**config.mk**
```make
export PLATFORM = sky130hd
export DESIGN_NAME = add_sched
export DESIGN_NICKNAME = d
export VERILOG_FILES = /design/src/rtl/add_sched_pkg.sv /design/src/rtl/add_sched_rr_arbiter.sv /design/src/rtl/add_sched.sv
export SDC_FILE = /design/constraint.sdc
export NUM_CORES = 1
export LEC_CHECK = 0
export ABC_AREA = 0
export ABC_CLOCK_PERIOD_IN_PS = 5700
export CAP_MARGIN = 30
export CORE_AREA = 8 8 533 535
export CTS_CLUSTER_DIAMETER = 200
export DETAILED_ROUTE_END_ITERATION = 10
export DIE_AREA = 0 0 541 543
export MAX_ROUTING_LAYER = met4
export SYNTH_ARGS = -nofsm -noshare
export SYNTH_HDL_FRONTEND = slang
export SYNTH_SLANG_ARGS = --single-unit
```
**constraint.sdc**
```tcl
create_clock -name clk -period 5.7 [get_ports clk]
set_clock_uncertainty 0.05 [all_clocks]
set_input_delay 1.71 -clock clk [delete_from_list [all_inputs] [get_ports clk]]
set_output_delay 1.71 -clock clk [all_outputs]
set_load 0.01 [all_outputs]
```
**src/rtl/add_sched_pkg.sv**
```systemverilog
// Shared types and opcode definitions for the add_sched slice.
package add_sched_pkg;

  localparam logic [1:0] OP_ADD    = 2'b00;
  localparam logic [1:0] OP_SUB    = 2'b01;
  localparam logic [1:0] OP_ADD128 = 2'b10;
  localparam logic [1:0] OP_SUB128 = 2'b11;

  typedef enum logic [1:0] {
    IDLE    = 2'd0,
    EXEC_LO = 2'd1,
    EXEC_HI = 2'd2,
    RESP    = 2'd3
  } state_t;

  // SUB and SUB128 invert operand B and inject a carry
  function automatic logic is_sub(input logic [1:0] op);
    return (op == OP_SUB) || (op == OP_SUB128);
  endfunction

  // 128-bit ops need a second adder pass
  function automatic logic is_wide(input logic [1:0] op);
    return (op == OP_ADD128) || (op == OP_SUB128);
  endfunction

endpackage

```
**src/rtl/add_sched_rr_arbiter.sv**
```systemverilog
// Combinational round-robin arbiter: first requester at or above ptr, wrapping.
module rr_arbiter #(
  parameter  int NUM_REQ = 4,
  localparam int IDW     = $clog2(NUM_REQ)
) (
  input  logic [NUM_REQ-1:0] req,
  input  logic [IDW-1:0]     ptr,
  output logic [NUM_REQ-1:0] grant,
  output logic [IDW-1:0]     idx
);

  // Scan upward from ptr, taking the first asserted request
  always_comb begin : p_scan
    logic [IDW:0] cand;
    logic         found;
    cand  = '0;
    found = 1'b0;
    grant = '0;
    idx   = '0;
    for (int unsigned i = 0; i < NUM_REQ; i++) begin
      cand = {1'b0, ptr} + (IDW+1)'(i);
      if (cand >= (IDW+1)'(NUM_REQ)) begin
        cand = cand - (IDW+1)'(NUM_REQ);
      end
      if (!found && req[cand[IDW-1:0]]) begin
        found                  = 1'b1;
        grant[cand[IDW-1:0]]   = 1'b1;
        idx                    = cand[IDW-1:0];
      end
    end
  end

endmodule

```
**src/rtl/add_sched.sv**
```systemverilog
// Sequencer sharing one external WIDTH-bit adder among NUM_REQ issue slots,
// chaining two passes through a carry register for 128-bit ops.
module add_sched
  import add_sched_pkg::*;
#(
  parameter  int NUM_REQ = 4,
  parameter  int WIDTH   = 64,
  localparam int IDW     = $clog2(NUM_REQ)
) (
  input  logic                         clk,
  input  logic                         rst,
  input  logic [NUM_REQ-1:0]           req_valid,
  output logic [NUM_REQ-1:0]           req_ready,
  input  logic [2*NUM_REQ-1:0]         req_op,
  input  logic [2*WIDTH*NUM_REQ-1:0]   req_a,
  input  logic [2*WIDTH*NUM_REQ-1:0]   req_b,
  output logic                         rsp_valid,
  input  logic                         rsp_ready,
  output logic [IDW-1:0]               rsp_id,
  output logic [2*WIDTH-1:0]           rsp_sum,
  output logic                         rsp_cout,
  output logic [WIDTH-1:0]             add_a,
  output logic [WIDTH-1:0]             add_b,
  output logic                         add_cin,
  input  logic [WIDTH-1:0]             add_sum,
  input  logic                         add_cout
);

  state_t               state, state_nx;
  logic [IDW-1:0]       ptr, grant_idx, id_q;
  logic [NUM_REQ-1:0]   grant;
  logic [1:0]           op_q, sel_op;
  logic [2*WIDTH-1:0]   a_q, b_q, sel_a, sel_b, sum_q;
  logic                 carry_q;
  logic                 accept;

  rr_arbiter #(.NUM_REQ(NUM_REQ)) u_arb (
    .req   (req_valid),
    .ptr   (ptr),
    .grant (grant),
    .idx   (grant_idx)
  );

  // Select the winning slot's opcode and operands
  always_comb begin
    sel_op = '0;
    sel_a  = '0;
    sel_b  = '0;
    for (int unsigned i = 0; i < NUM_REQ; i++) begin
      if (grant[i]) begin
        sel_op = req_op[2*i +: 2];
        sel_a  = req_a[2*WIDTH*i +: 2*WIDTH];
        sel_b  = req_b[2*WIDTH*i +: 2*WIDTH];
      end
    end
  end

  // State register
  always_ff @(posedge clk) begin
    if (rst) begin
      state <= IDLE;
    end else begin
      state <= state_nx;
    end
  end

  // Next state, grant exposure and adder drive
  always_comb begin
    state_nx  = state;
    req_ready = '0;
    accept    = 1'b0;
    add_a     = '0;
    add_b     = '0;
    add_cin   = 1'b0;
    case (state)
      IDLE: begin
        // Grants are suppressed while reset is held so none leak out
        if (!rst) begin
          req_ready = grant;
          accept    = |grant;
          if (accept) begin
            state_nx = EXEC_LO;
          end
        end
      end
      EXEC_LO: begin
        add_a    = a_q[WIDTH-1:0];
        add_b    = b_q[WIDTH-1:0] ^ {WIDTH{is_sub(op_q)}};
        add_cin  = is_sub(op_q);
        state_nx = is_wide(op_q) ? EXEC_HI : RESP;
      end
      EXEC_HI: begin
        add_a    = a_q[2*WIDTH-1:WIDTH];
        add_b    = b_q[2*WIDTH-1:WIDTH] ^ {WIDTH{is_sub(op_q)}};
        add_cin  = carry_q;
        state_nx = RESP;
      end
      RESP: begin
        if (rsp_ready) begin
          state_nx = IDLE;
        end
      end
      default: state_nx = IDLE;
    endcase
  end

  // Request latch, pointer advance and result capture
  always_ff @(posedge clk) begin
    if (rst) begin
      ptr     <= '0;
      id_q    <= '0;
      op_q    <= OP_ADD;
      a_q     <= '0;
      b_q     <= '0;
      sum_q   <= '0;
      carry_q <= 1'b0;
    end else begin
      if (accept) begin
        op_q <= sel_op;
        a_q  <= sel_a;
        b_q  <= sel_b;
        id_q <= grant_idx;
        ptr  <= (grant_idx == IDW'(NUM_REQ-1)) ? '0 : grant_idx + 1'b1;
      end
      if (state == EXEC_LO) begin
        sum_q[WIDTH-1:0] <= add_sum;
        carry_q          <= add_cout;
        if (!is_wide(op_q)) begin
          sum_q[2*WIDTH-1:WIDTH] <= '0;
        end
      end
      if (state == EXEC_HI) begin
        sum_q[2*WIDTH-1:WIDTH] <= add_sum;
        carry_q                <= add_cout;
      end
    end
  end

  assign rsp_valid = (state == RESP);
  assign rsp_id    = id_q;
  assign rsp_sum   = sum_q;
  assign rsp_cout  = carry_q;

endmodule

```
Yosys cells after proc, flatten, opt, wreduce, memory -nomap -nowiden:

Index checks and enable logic that the tools add are counted.

* add/subtract/negate cells: 8
* multipliers: 0
* divide/modulo/power cells: 0
* magnitude comparators: 12
* eq/ne operators: 10
* shifts and indexed selects: 0
* multiplexer cells: 60
* bitwise operators: 5
* reductions and logical operators: 17

Operators by type and width (number)
* 2-to-1 mux 128 bit: 9
* case mux 64 bit (2 select lines): 2
* 2-to-1 mux 64 bit: 2
* bitwise XOR 64 bit: 2
* 2-to-1 mux 2 bit: 15
* 2-to-1 mux 4 bit: 6
* 2-to-1 mux 1 bit: 16
* less-than comparator 2 x 3 -> 1 bit, second input constant: 4
* OR 4 bit: 3
* == test 2 bit, second input constant: 5
* greater-or-equal comparator 3 bit, second input constant: 3
* binary-select mux 1 bit (select 2 bit): 4
* demux 1 bit (select 2 bit): 4
* greater-or-equal comparator 2 x 1 -> 1 bit, second input constant: 4
* case mux 2 bit (4 select lines): 1
* subtractor 2 x 1 -> 2 bit, second input constant: 4
* logical AND 1 bit: 7
* adder 2 x 2 -> 3 bit, second input constant: 2
* == test 2 x 1 -> 1 bit, second input constant: 2
* != test 2 x 1 -> 1 bit, second input constant: 2
* AND reduction 2 bit: 2
* OR reduction 4 bit: 1
* adder 2 x 1 -> 3 bit, second input constant: 1
* greater-or-equal comparator 2 x 3 -> 1 bit, second input constant: 1
* other kinds (7): 10

* register bits: 393
* bits in latches: 0
* memory bits (writable): 0
* bits in read-only memories: 0
* bits of input ports: 1104
* output and inout bits: 265
* logic and storage cells: 121
* memories kept: 0

Logic depth before layout (Yosys ltp):

* depth in word-level cells: 18
* mapped depth: 14

Cells and area by module:

From an unflattened synthesis, not the netlist that was laid out.

* cell total of the unflattened synthesis: 2384
* area total of the unflattened synthesis: 22333.9 µm²

By module, submodules not included
* add_sched: times used 1, cells each 2336, area each 21929.8 µm²
* rr_arbiter: times used 1, cells each 48, area each 404.1 µm²

Worst setup path before layout:

No wires, ideal clock.

* path type: input to output
* from: input req_valid[2]
* to: output req_ready[3]
* arrival: 3964 ps
* setup slack: -24 ps
* stages on the path: 9
* path buffers: 4
* cell sequence: buf_2 -> or3b_2 -> o311a_1 -> a211oi_1 -> a221o_2 -> buf_6 -> buf_2 -> buf_2 -> and2_1

* word-level cells in the longest chain between the ends: 14
* elaborated cells on any way between the ends: 26
* classes of those cells: mux (17); bitwise (3); reduce/logical (6)

RTL lines
* start: declaration: line add_sched.sv:12 `input logic [NUM_REQ-1:0] req_valid,`
* binary-select mux 1 bit (select 2 bit): line add_sched_rr_arbiter.sv:25 `if (!found && req[cand[IDW-1:0]]) begin`
* 2-to-1 mux 1 bit (implied by the code): line add_sched_rr_arbiter.sv:25
* 2-to-1 mux 1 bit: line add_sched_rr_arbiter.sv:25
* zero test 1 bit: line add_sched_rr_arbiter.sv:25
* logical AND 1 bit: line add_sched_rr_arbiter.sv:25
* 2-to-1 mux 1 bit: line add_sched_rr_arbiter.sv:25
* zero test 1 bit: line add_sched_rr_arbiter.sv:25
* logical AND 1 bit: line add_sched_rr_arbiter.sv:25
* 2-to-1 mux 1 bit: line add_sched_rr_arbiter.sv:25
* zero test 1 bit: line add_sched_rr_arbiter.sv:25
* logical AND 1 bit: line add_sched_rr_arbiter.sv:25
* 2-to-1 mux 4 bit (*): line add_sched_rr_arbiter.sv:25
* 2-to-1 mux 4 bit (*): line add_sched.sv:78 `if (!rst) begin`
* 2-to-1 mux 4 bit (*): line add_sched.sv:75 `case (state)`
* end: declaration: line add_sched.sv:13 `output logic [NUM_REQ-1:0] req_ready,`

Mark *: on every way between the ends. The rest lies on a longest branch, timed or not. The select of a mux whose other input is x is not followed.

Worst setup path after layout:

* from: register state[0]
* to: output add_b[60]

* word-level cells in the longest chain between the ends: 2
* elaborated cells on any way between the ends: 3
* classes of those cells: eq/ne (2); mux (1)

RTL lines
* start: declaration: line add_sched.sv:29 `state_t state, state_nx;`
* start signal: assignment: line add_sched.sv:63 `state <= state_nx;`
* == test 2 bit or == test 2 x 1 -> 1 bit (tied branches): line add_sched.sv:75
* case mux 64 bit (2 select lines) (*): line add_sched.sv:75
* end: declaration: line add_sched.sv:23 `output logic [WIDTH-1:0] add_b,`

Mark *: on every way between the ends. The rest lies on a longest branch, timed or not.

==> reports/metrics.yaml <==
placed_area_um2: 40000
timing_worst_setup_path_type: "flop to primary output"
grt_pass1_wl_mm: 318
syn_inst: 2338
status: "completed"
power.total_mw: 20.7
antenna_found_initial: 221
drt-initial-drc-count: 2646
worst_pin_slew_ps: 1350
post-dp-hpwl_mm: 221
cts_buffers: 53
ys_ff_latch: 393
syn_avg_cell_area_um2: 9.01
clk_latency_ps: 720
gp_congestion: 0.922
via_count: 28900
cts_tree: "built"
grt_max_degree: 125
clk_path_buf_depth: 3
wl_per_cell_um: 34.6
areaGrowthSynthToFinish_pct: 99.9
yosysSeqAreaShare_pct: 37.3
final_area_um2: 42100
leakagePower_nw: 14.7
routed_wl_mm: 256
syn_area_um2: 21100
nNetsFinal: 4772
worst-path-max-fanout: 18
hold_path_class: "flop to flop"
yosys.area.top_type: "dfxtp_1"
drcViolationCount: 0
chipWidth_um: 541
p_per_area_nw_per_um2: 491
clk_pin_slew_ps: 60
slew_headroom_pct: 9.92
ys_warn_count: 0
syn_nets: 3453
final.min_clock_period_ps: 5530
cp-end-kind: "primary output"
synth_edf_count: 0
worst-endpoint-required_ps: 3940
setup_viol: 0
io_buffers: 1368
grt_pass1_vias: 28800
viasPerCell: 3.90
crit_path_start_kind: "flop"
regArea_um2: 7870
synthArstFlopShare_pct: 0
hold_viol_final: 0
synth_area_leaders: "dfxtp_1, a22oi_1, a221oi_1, o221ai_1, mux2i_1"
max_freq_mhz: 181
synth.distinct_cells: 41
layout-drive-gt1-share_pct: 9.05
clock-sinks: 393
cp_slowest_cell: "clkdlybuf4s50_1"
cp.arrival_ps: 3770
grt_setup_unrepaired: "false"
die_y_um: 543
maxCapViolations: 0
drt-pass1-iter-count: 5
slew_viol_final: 0
synth_top_area_share_pct: 37.3
initial_core_util_pct: 7.65
dieArea_um2: 294000
io_pins: 1369
final_cell_mix: "clkdlybuf4s50_1, dfxtp_1, a22oi_1"
num_rows: 193
crit_chain: "inv_1, ha_4, buf_12, mux2i_1, xnor2_1, and2_1, clkdlybuf4s50_1"
slowest_delay_ps: 660
synthFlopType: "dfxtp_1"
h-tree-depth: 2
finalCritPeriodShare_pct: 97.1
clockRootBuffer: "clkbuf_16"
grt-ovfl-total: 0
layout_commonest_cell: "clkdlybuf4s50_1"
ir_worst_vdd_mv: 0.293
ant_nets: 0
track_usage_pct: 16.9
fillCellCount: 30900
core_region_area_um2: 275000
multi_input_area_um2: 12000
## cell families (layout without fill, tap and decap cells)
logic type	Yosys count	count (layout)	synth area share, %
mux	135	135	6.54
xor+xnor	64	64	2.66
buf+inv	312	1674	6.14
simple gates	487	487	9.72
flops	393	393	37.3
other cells	0	102	0
compound gates	936	936	36.9
fa+ha+maj	11	11	0.653
## metrics by stage
stage	hold WS [ps]	TNS (ps)	utilization (%)	std cells	worst slack [ps]
after global placement	394	-7420	14.5	7202	-675
after detailed placement	399	-5130	14.5	7203	-599
after CTS	409	0	15.2	7305	9.47
after floorplan	387	0	-	2338	196
after global routing	416	0	15.3	7390	42.6
final	406	0	15.3	7409	168
## worst paths after layout
| check | start | endpoint | slack [ps] | depth (start not counted) |
|---|---|---|---|---|
| max reg2reg | ptr[1] | b_q[8] | 970 | 14 |
| min | b_q[23] | b_q[23] | 410 | 2 |
| min reg2reg | b_q[23] | b_q[23] | 410 | 2 |
| max | state[0] | add_b[60] | 170 | 7 |
## worst max-delay path: cells and delay by family (launching register included)
kind	cells	cell delay, ps
adder cells (fa/ha/maj)	1	450
XOR/XNOR	1	290
flip-flops	1	370
buffers and inverters	3	1110
AND/OR/NAND/NOR	1	200
multiplexers	1	530
## registers in the layout (all words and copies together) (netlist names)
signal	flops
a_q	128
b_q	128
rsp_sum	128
op_q	2
ptr	2
rsp_id	2
state	2
rsp_cout	1
## power breakdown
part / switching [mW] / internal (mW) / total [mW]
Combinational: 7.28 / 5.23 / 12.5
Sequential: 0.807 / 3.76 / 4.57
Clock: 1.58 / 2.02 / 3.60
## layout make-up
| cell class | instances | area share, % |
|---|---|---|
| timing repair buffer | 1566 | 37.0 |
| clock buffer | 74 | 3.62 |
| tap | 3607 | 10.7 |
| inverter | 10 | 0.107 |
| antenna | 102 | 0.606 |
| clock inverter | 24 | 0.698 |
| multi-input combinational | 1633 | 28.6 |
| sequential | 393 | 18.7 |
## Yosys cell counts (4+ instances only)
| master | number |
|---|---|
| and2_1 | 67 |
| a22o_1 | 68 |
| mux2i_1 | 132 |
| o21ai_0 | 5 |
| a221oi_1 | 263 |
| nor2_1 | 138 |
| buf_1 | 17 |
| nor3b_1 | 4 |
| dfxtp_1 | 393 |
| buf_2 | 92 |
| ha_1 | 11 |
| nor2b_1 | 5 |
| xnor2_1 | 64 |
| a22oi_1 | 322 |
| inv_1 | 10 |
| o221ai_1 | 258 |
| clkbuf_1 | 192 |
| nand2_1 | 266 |
## layer usage
layer / global-route usage [%] / wire length, um / vias to the layer above / share of wire, %
met5: - / 0 / - / 0
met4: 5.16 / 11200 / 0 / 4.4
met3: 4.53 / 22000 / 433 / 8.6
met2: 28.8 / 122000 / 2125 / 48
met1: 19.5 / 101000 / 14200 / 39
li1: - / - / 12100 / -
## timing repair
action	in CTS	in global routing
buffers inserted	4	0
setup endpoints to repair	6	1
hold buffers	0	0
pin swaps	2	2
gates resized for setup	14	9
cloned	0	0
No activity file was read; power rests on OpenSTA's default activity.
